## config.mk

```make
export PLATFORM = sky130hd
export DESIGN_NAME = pc_sequencer_flat
export DESIGN_NICKNAME = d
export VERILOG_FILES = /design/src/rtl/pc_sequencer_if.sv /design/src/rtl/pc_sequencer.sv /design/src/flat_wrapper.sv
export SDC_FILE = /design/constraint.sdc
export NUM_CORES = 1
export LEC_CHECK = 0
export CAP_MARGIN = 30
export CELL_PAD_IN_SITES_DETAIL_PLACEMENT = 1
export CELL_PAD_IN_SITES_GLOBAL_PLACEMENT = 1
export CORE_MARGIN = 1
export CORE_UTILIZATION = 38
export CTS_BUF_LIST = sky130_fd_sc_hd__clkbuf_8
export CTS_CLUSTER_DIAMETER = 50
export DETAILED_ROUTE_END_ITERATION = 10
export PLACE_DENSITY = 0.86
export SLEW_MARGIN = 20
export SYNTH_ARGS = -nofsm -noshare
export SYNTH_HDL_FRONTEND = slang
export SYNTH_SLANG_ARGS = --single-unit
```

## constraint.sdc

```tcl
create_clock -name clk -period 4.4 [get_ports clk]
set_input_delay 1.1 -clock clk [delete_from_list [all_inputs] [get_ports clk]]
set_output_delay 1.1 -clock clk [all_outputs]
set_load 0.005 [all_outputs]
```

## src/rtl/pc_sequencer_if.sv

```systemverilog
// Fetch channel between the PC sequencer (master) and instruction memory (slave).
interface pc_sequencer_if #(
    parameter int ADDR_WIDTH = 32
);
    logic                  ifu_req_valid;
    logic                  ifu_req_ready;
    logic [ADDR_WIDTH-1:0] ifu_req_addr;
    logic                  ifu_rsp_valid;
    logic [31:0]           ifu_rsp_data;

    modport master (
        output ifu_req_valid,
        output ifu_req_addr,
        input  ifu_req_ready,
        input  ifu_rsp_valid,
        input  ifu_rsp_data
    );

    modport slave (
        input  ifu_req_valid,
        input  ifu_req_addr,
        output ifu_req_ready,
        output ifu_rsp_valid,
        output ifu_rsp_data
    );
endinterface

```

## src/rtl/pc_sequencer.sv

```systemverilog
// Fetch/exec/retire sequencer owning the architectural PC.
// Define PC_SEQ_FTRACE_EN to add function-call tracing at retire.
module pc_sequencer #(
    parameter int                    ADDR_WIDTH    = 32,
    parameter int                    DATA_WIDTH    = 32,
    parameter logic [ADDR_WIDTH-1:0] RESET_PC      = ADDR_WIDTH'(32'h8000_0000),
    parameter int                    FETCH_TIMEOUT = 255
) (
    input  logic                  clk,
    input  logic                  rst,
    pc_sequencer_if.master        ifu,
    output logic [31:0]           inst,
    output logic                  inst_valid,
    input  logic [1:0]            jump_flag,
    input  logic [DATA_WIDTH-1:0] offset,
    input  logic [DATA_WIDTH-1:0] src1,
    input  logic                  mem_op,
    input  logic                  lsu_done,
    input  logic                  halt,
    output logic [ADDR_WIDTH-1:0] pc,
    output logic                  retire,
    output logic [31:0]           instret,
    output logic                  halted,
    output logic                  fault,
    output logic [1:0]            fault_cause
);
    localparam int            TW       = $clog2(FETCH_TIMEOUT);
    localparam logic [TW-1:0] TMO_LAST = TW'(FETCH_TIMEOUT - 1);
    localparam logic [1:0]    C_TMO    = 2'b01;
    localparam logic [1:0]    C_ALIGN  = 2'b10;

    typedef enum logic [2:0] {
        S_FETCH_REQ,
        S_FETCH_WAIT,
        S_EXEC,
        S_MEM_WAIT,
        S_HALTED,
        S_FAULT
    } state_t;

    state_t                state;
    state_t                state_n;
    logic [TW-1:0]         tcnt;
    logic [ADDR_WIDTH-1:0] tgt_q;
    logic [ADDR_WIDTH-1:0] target;
    logic [ADDR_WIDTH-1:0] commit_pc;
    logic [ADDR_WIDTH-1:0] off_a;
    logic [ADDR_WIDTH-1:0] src_a;
    logic                  tmo_hit;
    logic                  misaligned;
    logic                  commit;
    logic                  fault_set;
    logic [1:0]            cause_n;

    assign off_a = ADDR_WIDTH'(offset);
    assign src_a = ADDR_WIDTH'(src1);

    always_comb begin
        target = pc + ADDR_WIDTH'(4);
        unique case (1'b1)
            jump_flag[1]:          target = pc + ADDR_WIDTH'(4);
            (jump_flag == 2'b01):  target = (src_a + off_a) & ~ADDR_WIDTH'(1);
            (jump_flag == 2'b00):  target = pc + off_a;
            default:               target = pc + ADDR_WIDTH'(4);
        endcase
    end

    assign misaligned = ~jump_flag[1] & target[1];
    assign tmo_hit    = (tcnt == TMO_LAST);

    // A response arriving in the last allowed cycle beats the timeout.
    always_comb begin
        state_n   = state;
        commit    = 1'b0;
        commit_pc = target;
        fault_set = 1'b0;
        cause_n   = C_TMO;
        unique case (state)
            S_FETCH_REQ: begin
                if (tmo_hit) begin
                    state_n   = S_FAULT;
                    fault_set = 1'b1;
                end else if (ifu.ifu_req_ready) begin
                    state_n = S_FETCH_WAIT;
                end
            end
            S_FETCH_WAIT: begin
                if (ifu.ifu_rsp_valid) begin
                    state_n = S_EXEC;
                end else if (tmo_hit) begin
                    state_n   = S_FAULT;
                    fault_set = 1'b1;
                end
            end
            S_EXEC: begin
                if (halt) begin
                    state_n = S_HALTED;
                end else if (misaligned) begin
                    state_n   = S_FAULT;
                    fault_set = 1'b1;
                    cause_n   = C_ALIGN;
                end else if (mem_op && !lsu_done) begin
                    state_n = S_MEM_WAIT;
                end else begin
                    commit  = 1'b1;
                    state_n = S_FETCH_REQ;
                end
            end
            S_MEM_WAIT: begin
                if (lsu_done) begin
                    commit    = 1'b1;
                    commit_pc = tgt_q;
                    state_n   = S_FETCH_REQ;
                end
            end
            default: begin
                state_n = state;
            end
        endcase
    end

    always_ff @(posedge clk) begin
        if (rst) begin
            state       <= S_FETCH_REQ;
            pc          <= RESET_PC;
            tcnt        <= '0;
            tgt_q       <= '0;
            inst        <= '0;
            retire      <= 1'b0;
            instret     <= '0;
            fault_cause <= 2'b00;
        end else begin
            state  <= state_n;
            retire <= commit;
            if (commit) begin
                pc      <= commit_pc;
                instret <= instret + 32'd1;
            end
            if (state == S_EXEC) begin
                tgt_q <= target;
            end
            if (state == S_FETCH_WAIT && ifu.ifu_rsp_valid) begin
                inst <= ifu.ifu_rsp_data;
            end
            if (fault_set) begin
                fault_cause <= cause_n;
            end
            if (state_n == S_FETCH_REQ && state != S_FETCH_REQ) begin
                tcnt <= '0;
            end else if (state == S_FETCH_REQ || state == S_FETCH_WAIT) begin
                tcnt <= tcnt + 1'b1;
            end
        end
    end

    assign ifu.ifu_req_valid = (state == S_FETCH_REQ);
    assign ifu.ifu_req_addr  = pc;
    assign inst_valid        = (state == S_EXEC);
    assign halted            = (state == S_HALTED);
    assign fault             = (state == S_FAULT);

`ifdef PC_SEQ_FTRACE_EN
    function automatic void trace_func_call(input int call_pc, input int call_tgt);
        $display("ftrace call %h -> %h", call_pc, call_tgt);
    endfunction

    function automatic void trace_func_ret(input int ret_pc);
        $display("ftrace ret %h", ret_pc);
    endfunction

    logic [1:0] jf_q;
    logic [1:0] jf_cur;

    // Memory-op jumps trace at retire, so the jump class is held across MEM_WAIT.
    assign jf_cur = (state == S_EXEC) ? jump_flag : jf_q;

    always_ff @(posedge clk) begin
        if (rst) begin
            jf_q <= 2'b10;
        end else if (state == S_EXEC) begin
            jf_q <= jump_flag;
        end
    end

    always_ff @(posedge clk) begin
        if (!rst && commit && !jf_cur[1]) begin
            if (jf_cur[0] && inst == 32'h0000_8067) begin
                trace_func_ret(int'(pc));
            end else begin
                trace_func_call(int'(pc), int'(commit_pc));
            end
        end
    end
`endif

endmodule

```

## src/flat_wrapper.sv

```systemverilog
// flat-port wrapper written by rule: the top's interface ports become plain ports
module pc_sequencer_flat 
#(
    parameter int                    ADDR_WIDTH    = 32,
    parameter int                    DATA_WIDTH    = 32,
    parameter logic [ADDR_WIDTH-1:0] RESET_PC      = ADDR_WIDTH'(32'h8000_0000),
    parameter int                    FETCH_TIMEOUT = 255
)
  (clk, rst, inst, inst_valid, jump_flag, offset, src1, mem_op, lsu_done, halt, pc, retire, instret, halted, fault, fault_cause, ifu_ifu_req_valid, ifu_ifu_req_addr, ifu_ifu_req_ready, ifu_ifu_rsp_valid, ifu_ifu_rsp_data);
  pc_sequencer_if #(.ADDR_WIDTH(ADDR_WIDTH)) ifu_i ();
  input  logic clk;
  input  logic rst;
  output logic [31:0] inst;
  output logic inst_valid;
  input  logic [1:0] jump_flag;
  input  logic [DATA_WIDTH-1:0] offset;
  input  logic [DATA_WIDTH-1:0] src1;
  input  logic mem_op;
  input  logic lsu_done;
  input  logic halt;
  output logic [ADDR_WIDTH-1:0] pc;
  output logic retire;
  output logic [31:0] instret;
  output logic halted;
  output logic fault;
  output logic [1:0] fault_cause;
  output wire logic [$bits(ifu_i.ifu_req_valid)-1:0] ifu_ifu_req_valid;
  output wire logic [$bits(ifu_i.ifu_req_addr)-1:0] ifu_ifu_req_addr;
  input wire logic [$bits(ifu_i.ifu_req_ready)-1:0] ifu_ifu_req_ready;
  input wire logic [$bits(ifu_i.ifu_rsp_valid)-1:0] ifu_ifu_rsp_valid;
  input wire logic [$bits(ifu_i.ifu_rsp_data)-1:0] ifu_ifu_rsp_data;
  assign ifu_ifu_req_valid = ifu_i.ifu_req_valid;
  assign ifu_ifu_req_addr = ifu_i.ifu_req_addr;
  assign ifu_i.ifu_req_ready = ifu_ifu_req_ready;
  assign ifu_i.ifu_rsp_valid = ifu_ifu_rsp_valid;
  assign ifu_i.ifu_rsp_data = ifu_ifu_rsp_data;
  pc_sequencer #(.ADDR_WIDTH(ADDR_WIDTH), .DATA_WIDTH(DATA_WIDTH), .RESET_PC(RESET_PC), .FETCH_TIMEOUT(FETCH_TIMEOUT)) u_core (.clk(clk), .rst(rst), .ifu(ifu_i), .inst(inst), .inst_valid(inst_valid), .jump_flag(jump_flag), .offset(offset), .src1(src1), .mem_op(mem_op), .lsu_done(lsu_done), .halt(halt), .pc(pc), .retire(retire), .instret(instret), .halted(halted), .fault(fault), .fault_cause(fault_cause));
endmodule
```

; After elaboration in Yosys (flattened, before gate mapping)
; Index checks and enable logic that the tools add are counted.
[op_classes]
n_addsub = 5
n_eq_ne = 7
muxes = 25
bitwise_logic = 2
n_reduce_logical = 10
[ops]
columns = operator, n
row1 = $add 32x32->32, 2
row2 = $mux 32, 2
row3 = $pmux 32 s2, 1
row4 = $add 32x1->32 const B, 1
row5 = $add 32x3->32 const B, 1
row6 = $mux 3, 7
row7 = $pmux 3 s4, 1
row8 = $add 8x1->8 const B, 1
row9 = $eq 8x8->1 const B, 1
row10 = $mux 1, 8
row11 = $mux 2, 4
row12 = $eq 3x2->1 const B, 2
row13 = $eq 3x3->1 const B, 2
row14 = $logic_not 3->1, 2
row15 = $eq 3x1->1 const B, 1
row16 = $logic_and 1x1->1, 3
row17 = $pmux 1 s3, 1
row18 = $reduce_bool 3->1, 1
row19 = $eq 2x1->1 const B, 1
row20 = $logic_not 2->1, 1
row21 = $pmux 1 s2, 1
row22 = $reduce_or 2->1, 1
row23 = $and 1x1->1, 1
row24 = $logic_not 1->1, 1
row25 = other kinds (2), 2
[word_totals]
ff_bits = 142
input_bits = 105

; Longest topological paths before layout
; Gate-level depths: netlist (run 1).
[logic_depth]
depth_word = 9
ltp_mapped = 12

; Least setup slack after synthesis (run 1)
; OpenSTA, ideal clock, no wires.
[synth_path]
kind = input to register
from = input port offset[1]
to = register u_core.tgt_q[30]
arrival_time_ns = 3.396
path_slack_ns = 0.871
stages = 10
path_buffers = 0
cell_sequence = inv_1 fa_1 and2b_1 o221ai_2 a2111o_1 a211oi_4 nor3b_2 o31ai_4 mux2i_1 a211oi_2
[synth_between]
elab_chain_len = 2
elab_cells_between_ends = 3
cone_classes = 2 x add/sub / 1 x mux
[synth_rtl]
columns = element, line_no
row1 = start: declaration, flat_wrapper.sv:16  ; input logic [DATA_WIDTH-1:0] offset;
row2 = $add 32x32->32 (on tied branches), "pc_sequencer.sv:63, pc_sequencer.sv:62"
row3 = $pmux 32 s2 (*), pc_sequencer.sv:60  ; unique case (1'b1)
row4 = end signal: assignment, pc_sequencer.sv:140  ; tgt_q <= target;
row5 = end: declaration, pc_sequencer.sv:44  ; logic [ADDR_WIDTH-1:0] tgt_q;
; Every way passes the cells marked *; elsewhere a longest branch is shown, timed or not.
; A chain may end at the register's enable or synchronous reset.

; Worst setup path after layout (run 1)
[layout_path]
from = input port offset[0]
to = register u_core.pc[22], in the netlist u_core.ifu.ifu_req_addr[22]
[layout_between]
elab_chain_len = 6
elab_cells_between_ends = 9
cone_classes = 2 x add/sub / 6 x mux / 1 x bitwise
[layout_rtl]
columns = element, line_no
row1 = $add 32x32->32 (on tied branches), "pc_sequencer.sv:63, pc_sequencer.sv:62"
row2 = $pmux 32 s2 (*), pc_sequencer.sv:60
row3 = $and 1x1->1, pc_sequencer.sv:68  ; assign misaligned = ~jump_flag[1] & target[1];
row4 = $mux 1, pc_sequencer.sv:98  ; end else if (misaligned) begin
row5 = $mux 1, pc_sequencer.sv:96  ; if (halt) begin
row6 = $pmux 1 s2, pc_sequencer.sv:78  ; unique case (state)
row7 = end signal: assignment, pc_sequencer.sv:136  ; pc <= commit_pc;
row8 = end: declaration, pc_sequencer.sv:20  ; output logic [ADDR_WIDTH-1:0] pc,
; Marked as above.

==> results.sh, run 1 <==
export IMPL_ir_worst_vdd_v=0.0001866
export IMPL_seq_area_um2=2843
export IMPL_multi_input_area_um2=7295
export IMPL_grt_total_usage_pct=28.12
export IMPL_dieWidth_um=170.6
export IMPL_drive_gt1_share_pct=8.434
export IMPL_worst_pin_slew_ns=0.8669
export IMPL_syn_avg_cell_area_um2=7.569
export IMPL_areaGrowthSynthToFinish_pct=29.23
export IMPL_power_density_nw_per_um2=244.1
export IMPL_finalNonFillerCells=2026
export IMPL_finalSetupViolations=0
export IMPL_io_pins=240
export IMPL_fin_ws_ns=0.3991
export IMPL_whs_ns=0.4603
export IMPL_worst_r2r_startpoint="u_core.ifu.ifu_req_addr[0]"
export IMPL_max_stage_delay_ns=0.57
export IMPL_timing_reg2reg_setup_slack_ns=1.05
export IMPL_drc=1
export IMPL_fmax_mhz=249.9
export IMPL_path_delay_family="compound AO/OA/AOI/OAI gates"
export IMPL_worstSetupEndpointType="register"
export IMPL_worstSkewPairLatency_ns=0.46
export IMPL_cts_hold_buf=0
export IMPL_rsz0062_at_grt="no"
export IMPL_final_hold_viol_count=0
export IMPL_globalplace_congestion=0.9349
export IMPL_ys_async_sr_fraction_pct=0
export IMPL_drt_iter0_drc=696
export IMPL_min_period_over_period_pct=90.93
export IMPL_start_kind="input port"
export IMPL_grt_pass1_vias=11900
export IMPL_wirelength_mm=41.54
export IMPL_netlist_area_um2=10810
export IMPL_post_cts_resize_count=0
export IMPL_place_ws_ns=0.02262
export IMPL_cts_htree_levels=4
export IMPL_wl_per_cell_um=20.50
export IMPL_seq_area_frac_synth_pct=26.30
export IMPL_dp_hpwl_mm=31.56
export IMPL_yosysUniqueCellTypes=92
export IMPL_clock_sinks=142
export IMPL_critPathArrivalTime_ns=4.38
export IMPL_clk_pin_slew_ns=0.09
export IMPL_min_delay_start="u_core.inst[2]"
export IMPL_fillCellCount=3387
export IMPL_portBuffers=239
export IMPL_cts_tree="built"
export IMPL_post_dp_cell_area_um2=13560
export IMPL_status="complete, but fails checks"
export IMPL_netlist_instances=1428
export IMPL_synth_area_leaders="dfxtp_1 (26%), ha_1 (7.5%), a21oi_1 (6.9%)"
export IMPL_drtPass1Iterations=8
export IMPL_synth_top_cell_area_share_pct=26.30
export IMPL_power_leakage_nw=5.177
export IMPL_syn_nets=1600
export IMPL_drv_slew=0
export IMPL_violations="DRC"
export IMPL_cts_buffers=17
export IMPL_ys_flop_type="dfxtp_1"
export IMPL_synth_most_common_cell="nand2_1"
export IMPL_relSlewSlack_pct=42.21
export IMPL_fin_area_um2=13970
export IMPL_crit_chain="clkdlybuf4s50_1 -> ha_1 -> inv_1 -> fa_1 -> nand2b_1 -> a21oi_1 -> o21ai_1 -> a211oi_2 -> buf_4 -> nor3_1 -> o32ai_1 -> o21ai_0 -> o221ai_1"
export IMPL_synth_edff_count=0
export IMPL_synth_largest_area_cell="dfxtp_1"
export IMPL_diodes=0
export IMPL_antenna_left=0
export IMPL_cp_max_fo=4
export IMPL_period_minus_slack_ns=4.001
export IMPL_cap_violations=0
export IMPL_initial_utilization_pct=38.80
export IMPL_yosys_top_cells_count="nand2_1 (187), a21oi_1 (150), dfxtp_1 (142)"
export IMPL_root_buffer="clkbuf_8"
export IMPL_grt_pass1_wl_mm=64.18
export IMPL_fin_skew_ns=0.01136
export IMPL_grt_ovfl_total=0
export IMPL_hold_path_class="reg2reg"
export IMPL_total_power_mw=3.410
export IMPL_post_route_util_pct=50.14
export IMPL_die_area_um2=29120
export IMPL_core_um2=27860
export IMPL_antenna_found_initial=0
export IMPL_fin_tns_setup_ns=0
export IMPL_nets=1807
export IMPL_fp_dieH_um=170.6
export IMPL_startpoint="offset[0]"
export IMPL_grt_max_degree=81
export IMPL_cp_num_buf_inv=3
export IMPL_rows=61
export IMPL_synth_seq_cells=142
export IMPL_worst_ep_required_time_ns=4.78
export IMPL_synth_warning_count=0
export IMPL_clockBufferDepth=2
export IMPL_post_cts_setup_buffers=0
export IMPL_viasPerCell=5.777
export IMPL_vias=11700
export IMPL_crit_type="in2reg"
export IMPL_dpl_cell_count=1994
export IMPL_crit_slowest_cell="o32ai_1"
-- cell type report --
class                           count  share of cell area (%)
Clock inverter                     14                   1.120
Timing Repair Buffer              296                   20.23
Clock buffer                       18                   1.774
Inverter                           34                  0.9137
Sequential cell                   142                   20.35
Multi-Input combinational cell   1144                   52.23
Tap cell                          378                   3.386
-- state kept, by name (all words and copies together) (netlist names) --
name                     cells
u_core.tgt_q                32
u_core.retire                1
u_core.state                 3
u_core.fault_cause           2
u_core.tcnt                  8
u_core.inst                 32
u_core.instret              32
u_core.ifu.ifu_req_addr     32
-- cells by family after synthesis --
group	share of synthesized area, %
mux	1.771
fa+ha+maj	7.895
buf+inv	6.251
xor+xnor	7.131
simple gates	24.29
flops	26.30
compound gates	26.36
-- worst min-delay path, cell delays in order, from the launching register on --
cell	delay, ns
dfxtp_1	0.32
nand2_1	0.05
a21oi_1	0.05
-- metal layers --
metal	vias up	part of all wire (%)	track usage, %
li1	5576	-	-
met5	-	0	0
met2	298	50	49.81
met4	0	3.0	10.61
met3	72	4.0	3.794
met1	5758	43	34.33
-- final timing paths --
path,endpoint,cells past startpoint
worst min-delay path,u_core.inst[2],2
worst min register to register,u_core.inst[2],2
worst max-delay path,u_core.ifu.ifu_req_addr[22],13
worst max register to register,u_core.ifu.ifu_req_addr[22],12
-- cells in the final DEF (no fill, tap or decap), drive strengths merged, types with 5 or more instances in the layout --
cell             n
clkdlybuf4s50  237
nand2          188
a21oi          151
nor2           143
dfxtp          142
ha              65
o21ai           63
buf             59
xnor2           46
nand3           45
xor2            42
inv             39
nand4           32
nor3            32
a22oi           28
a211oi          28
and3            26
a21o            18
clkbuf          18
or3             14
nand2b          14
a31oi           13
o21bai          12
o21a            12
mux2i           12
nor2b           11
o211ai          10
o31ai           10
and2             9
a221oi           9
nor4             9
o311ai           9
o22ai            8
and4             8
a211o            6
mux2             6
o2111ai          6
nand3b           5
o32ai            5
-- report_power, final --
group	internal (mW)	switching, mW
Clock	0.529	0.574
Sequential	1.33	0.0565
Combinational	0.404	0.512
Total	2.27	1.14
No activity file was read; power rests on OpenSTA's default activity.
==> run 2, diff against run 1 <==
--- a/config.mk
+++ b/config.mk
@@ -9,12 +9,11 @@
 export CELL_PAD_IN_SITES_DETAIL_PLACEMENT = 1
 export CELL_PAD_IN_SITES_GLOBAL_PLACEMENT = 1
 export CORE_MARGIN = 1
-export CORE_UTILIZATION = 38
+export CORE_UTILIZATION = 35
 export CTS_BUF_LIST = sky130_fd_sc_hd__clkbuf_8
 export CTS_CLUSTER_DIAMETER = 50
 export DETAILED_ROUTE_END_ITERATION = 10
-export PLACE_DENSITY = 0.86
-export SLEW_MARGIN = 20
+export PLACE_DENSITY = 0.8
 export SYNTH_ARGS = -nofsm -noshare
 export SYNTH_HDL_FRONTEND = slang
 export SYNTH_SLANG_ARGS = --single-unit
==> results.sh, run 2 (synthesis results as in run 1) <==
export IMPL_status="completed"
export IMPL_hold_end="u_core.inst[16]"
export IMPL_areaGrowthSynthToFinish_pct=29.35
export IMPL_min_path_cells=2
export IMPL_worst_pin_slew_ns=0.8853
export IMPL_worst_ep_required_time_ns=4.75
export IMPL_grt_max_degree=78
export IMPL_drive_gt1_share_pct=7.978
export IMPL_p_comb_share_pct=25.9
export IMPL_nets=1801
export IMPL_globalplace_congestion=0.9375
export IMPL_start_kind="input port"
export IMPL_wl_per_cell_um=19.94
export IMPL_io_pins=240
export IMPL_seqPwrFrac_pct=39.6
export IMPL_cts_hold_buf=0
export IMPL_drv_slew=0
export IMPL_crit_type="in2reg"
export IMPL_critPathArrivalTime_ns=4.46
export IMPL_grt_pass1_vias=11690
export IMPL_core_um2=30030
export IMPL_period_minus_slack_ns=4.109
export IMPL_p_int_mw=2.433
export IMPL_grt_total_usage_pct=25.56
export IMPL_switching_share_pct=30.57
export IMPL_fp_dieH_um=177.7
export IMPL_ir_worst_vdd_v=0.0001664
export IMPL_post_cts_resize_count=0
export IMPL_viasPerCell=5.657
export IMPL_wirelength_mm=40.54
export IMPL_rows=63
export IMPL_vias=11500
export IMPL_initial_utilization_pct=35.99
export IMPL_startpoint="offset[1]"
export IMPL_post_cts_setup_buffers=0
export IMPL_cts_buffers=17
export IMPL_die_area_um2=31590
export IMPL_dieWidth_um=177.7
export IMPL_drt_iter0_drc=608
export IMPL_antenna_left=0
export IMPL_dp_hpwl_mm=31.54
export IMPL_worstSkewPairLatency_ns=0.44
export IMPL_drc=0
export IMPL_grt_ovfl_total=0
export IMPL_power_density_nw_per_um2=250.7
export IMPL_portBuffers=239
export IMPL_worst_r2r_startpoint="u_core.ifu.ifu_req_addr[10]"
export IMPL_min_delay_start="u_core.inst[16]"
export IMPL_root_buffer="clkbuf_8"
export IMPL_clk_pin_slew_ns=0.08
export IMPL_grt_pass1_wl_mm=63.39
export IMPL_relSlewSlack_pct=40.76
export IMPL_min_period_over_period_pct=93.38
export IMPL_timing_reg2reg_setup_slack_ns=0.96
export IMPL_cts_tree="built"
export IMPL_drtPass1Iterations=5
export IMPL_clkPwrFrac_pct=34.5
export IMPL_clock_sinks=142
export IMPL_power_switching_mw=1.071
export IMPL_fmax_mhz=243.4
export IMPL_cts_htree_levels=4
export IMPL_final_cell_mix="clkdlybuf4s50_1 (237), nand2_1 (187), a21oi_1 (150)"
export IMPL_fin_tns_setup_ns=0
export IMPL_antenna_found_initial=0
export IMPL_hold_path_class="reg2reg"
export IMPL_rsz0062_at_grt="no"
export IMPL_worstSetupEndpointType="register"
export IMPL_cp_max_fo=4
export IMPL_clockBufferDepth=2
export IMPL_final_hold_viol_count=0
export IMPL_power_leakage_nw=5.183
export IMPL_finalSetupViolations=0
export IMPL_layout_commonest_cell="clkdlybuf4s50_1"
export IMPL_reg2reg_depth=9
export IMPL_r2r_end="u_core.tgt_q[23]"
export IMPL_fin_skew_ns=0.01051
export IMPL_cap_violations=0
export IMPL_total_power_mw=3.505
-- run 2: layout make-up --
class,instances,area [um2]
flip-flops and latches,142,2843
repair buffers,290,2768
clock buffers,19,261.5
well taps,390,488.0
multi-input cells,1144,7295
fillers,3644,16050
inverters,34,127.6
diodes,1,2.502
clock inverters,13,195.2
-- run 2: through the flow --
step | instances | setup slack (ns) | cell area, um2 | hold WS [ns] | utilization (%)
floorplan | 1428 | 0.8708 | 10810 | 0.4324 | -
global placement | 2000 | -0.004190 | 13520 | 0.4405 | 45.02
detailed placement | 2000 | -0.03114 | 13520 | 0.4486 | 45.02
CTS | 2032 | 0.4001 | 13980 | 0.4600 | 46.54
global route | 2032 | 0.2177 | 13980 | 0.4730 | 46.54
finish | 2033 | 0.2913 | 13980 | 0.4570 | 46.55
-- run 2: power groups by stage --
stage          clock [mW]  combinational (mW)  sequential [mW]
2_1_floorplan           0               0.539             1.40
3_3_place_gp            0               0.875             1.41
3_5_place_dp            0               0.899             1.42
4_1_cts              1.24               0.905             1.39
5_1_grt              1.29               0.988             1.39
6_report             1.21               0.907             1.39
-- run 2: per-layer routing --
layer / wire (um) / vias to the layer above / GRT usage [%]
met2: 20080 / 261 / 44.94
li1: - / 5561 / -
met5: 0 / - / 0
met3: 1194 / 68 / 2.721
met1: 18050 / 5611 / 32.27
met4: 1219 / 0 / 8.547
-- run 2: worst max path at each step --
stage	to	depth (start not counted)
2_1_floorplan	u_core.tgt_q[30]	10
3_3_place_gp	u_core.tgt_q[30]	11
3_5_place_dp	u_core.ifu.ifu_req_addr[28]	12
4_1_cts	u_core.tgt_q[23]	11
5_1_grt	u_core.ifu.ifu_req_addr[28]	12
6_report	u_core.tgt_q[23]	11
-- run 2: critical path, stage by stage --
cell and delay [ns]:
clkdlybuf4s50_1 0.42, buf_4 0.15, ha_1 0.31, a211oi_2 0.33, nor4_2 0.12, nor4_1 0.65, o2111ai_2 0.35, a21oi_1 0.35
xor2_1 0.11, o221a_2 0.31, a211oi_1 0.26
==> run 3, diff against run 2 <==
--- a/config.mk
+++ b/config.mk
@@ -8,12 +8,14 @@
 export CAP_MARGIN = 30
 export CELL_PAD_IN_SITES_DETAIL_PLACEMENT = 1
 export CELL_PAD_IN_SITES_GLOBAL_PLACEMENT = 1
+export CORE_ASPECT_RATIO = 0.75
 export CORE_MARGIN = 1
 export CORE_UTILIZATION = 35
 export CTS_BUF_LIST = sky130_fd_sc_hd__clkbuf_8
 export CTS_CLUSTER_DIAMETER = 50
 export DETAILED_ROUTE_END_ITERATION = 10
 export PLACE_DENSITY = 0.8
+export SETUP_SLACK_MARGIN = 0.02
 export SYNTH_ARGS = -nofsm -noshare
 export SYNTH_HDL_FRONTEND = slang
 export SYNTH_SLANG_ARGS = --single-unit
==> results.sh, run 3 (synthesis results as in run 1) <==
export IMPL_worstSetupEndpointType="register"
export IMPL_drv_slew=0
export IMPL_cts_hold_buf=0
export IMPL_vias=11740
export IMPL_wl_met1_mm=19.23
export IMPL_worstSkewPairLatency_ns=0.45
export IMPL_grt_pass1_wl_mm=64.83
export IMPL_final_hold_viol_count=0
export IMPL_finalSetupViolations=0
export IMPL_wl_met3_mm=2.147
export IMPL_globalplace_congestion=0.9497
export IMPL_cts_tree="built"
export IMPL_drt_iter0_drc=707
export IMPL_dieWidth_um=204.9
export IMPL_worst_r2r_startpoint="u_core.ifu.ifu_req_addr[0]"
export IMPL_grt_ovfl_total=0
export IMPL_root_buffer="clkbuf_8"
export IMPL_rsz0062_at_grt="no"
export IMPL_nets=1806
export IMPL_power_density_nw_per_um2=244.6
export IMPL_relSlewSlack_pct=33.35
export IMPL_power_switching_mw=1.106
export IMPL_clockBufferDepth=2
export IMPL_multi_input_area_um2=7295
export IMPL_grt_total_usage_pct=25.67
export IMPL_worst_ep_required_time_ns=4.68
export IMPL_core_um2=30280
export IMPL_fillCellCount=3696
export IMPL_fp_dieH_um=154.2
export IMPL_post_cts_setup_buffers=0
export IMPL_crit_type="in2reg"
export IMPL_portBuffers=239
export IMPL_areaGrowthSynthToFinish_pct=29.39
export IMPL_min_delay_start="u_core.inst[28]"
export IMPL_final_cell_mix="clkdlybuf4s50_1 (237), nand2_1 (187), a21oi_1 (150)"
export IMPL_startpoint="offset[0]"
export IMPL_seq_area_um2=2843
export IMPL_die_area_um2=31590
export IMPL_wl_per_cell_um=20.14
export IMPL_period_minus_slack_ns=3.940
export IMPL_cp_max_fo=4
export IMPL_antenna_found_initial=0
export IMPL_fin_tns_setup_ns=0
export IMPL_power_leakage_nw=5.185
export IMPL_clk_pin_slew_ns=0.08
export IMPL_dr_wl_met2_mm=19.06
export IMPL_cts_htree_levels=4
export IMPL_seqPwrFrac_pct=40.6
export IMPL_io_pins=240
export IMPL_ir_worst_vdd_v=0.0002016
export IMPL_start_kind="input port"
export IMPL_whs_ns=0.4561
export IMPL_dpl_cell_count=2014
export IMPL_worst_pin_slew_ns=0.9921
export IMPL_switching_share_pct=32.34
export IMPL_clock_sinks=142
export IMPL_rows=55
export IMPL_post_cts_resize_count=0
export IMPL_clkPwrFrac_pct=32.8
export IMPL_p_int_mw=2.314
export IMPL_fmax_mhz=253.8
export IMPL_wirelength_mm=41.21
export IMPL_antenna_left=0
export IMPL_hold_path_class="reg2reg"
export IMPL_cap_violations=0
export IMPL_highest_layer="met4"
export IMPL_diodes=0
export IMPL_fin_skew_ns=0.01998
export IMPL_drc=0
export IMPL_layout_commonest_cell="clkdlybuf4s50_1"
export IMPL_status="completed"
export IMPL_dp_hpwl_mm=31.78
export IMPL_critPathArrivalTime_ns=4.22
export IMPL_drive_gt1_share_pct=8.318
export IMPL_grt_max_degree=88
export IMPL_min_period_over_period_pct=89.54
export IMPL_viasPerCell=5.738
export IMPL_finalNonFillerCells=2046
export IMPL_grt_pass1_vias=11760
export IMPL_p_comb_share_pct=26.6
export IMPL_drtPass1Iterations=8
export IMPL_initial_utilization_pct=35.69
export IMPL_cts_buffers=17
[run 3: cell type report]
cell class | count | area share (%)
multi-input cells | 1144 | 52.16
flip-flops and latches | 142 | 20.33
repair buffers | 295 | 20.06
well taps | 399 | 3.570
clock buffers | 18 | 1.771
clock inverters | 14 | 1.199
inverters | 34 | 0.9126
[run 3: power by group through the flow]
stage               registers [mW]  logic [mW]  clock network [mW]
floorplan                     1.40       0.539                   0
global placement              1.41       0.878                   0
detailed placement            1.42       0.902                   0
CTS                           1.39       0.907                1.15
global route                  1.40       0.986                1.21
finish                        1.39       0.911                1.12
[run 3: critical path, stage by stage]
cell and delay [ns]:
clkdlybuf4s50_1 0.52, ha_1 0.23, inv_1 0.07, fa_1 0.38, nand2b_1 0.20, a21oi_1 0.23, o21ai_1 0.20, a211oi_2 0.38
buf_4 0.20, or3_1 0.11, o211ai_1 0.09, a31oi_1 0.35, o22ai_1 0.15
[run 3: per-layer routing]
metal	vias up	track usage (%)
li1	5570	-
met1	5739	35.65
met2	369	41.41
met3	61	3.645
met4	0	6.737
met5	-	0
[run 3: final timing paths]
check | slack (ns) | to | depth (start not counted)
worst min-delay path | 0.46 | u_core.inst[28] | 2
worst max-delay path | 0.46 | u_core.ifu.ifu_req_addr[26] | 13
worst max register to register | 1.12 | u_core.ifu.ifu_req_addr[26] | 12
worst min register to register | 0.46 | u_core.inst[28] | 2
[run 3: stage by stage]
step / cell area, um2 / utilization [%] / power [mW] / worst slack (ns)
5_1_grt: 13980 / 46.19 / 3.591 / 0.2961
2_1_floorplan: 10810 / - / 1.940 / 0.8708
3_5_place_dp: 13570 / 44.81 / 2.320 / 0.007061
3_3_place_gp: 13570 / 44.81 / 2.292 / 0.03808
4_1_cts: 13980 / 46.19 / 3.447 / 0.5002
6_report: 13980 / 46.19 / 3.420 / 0.4601
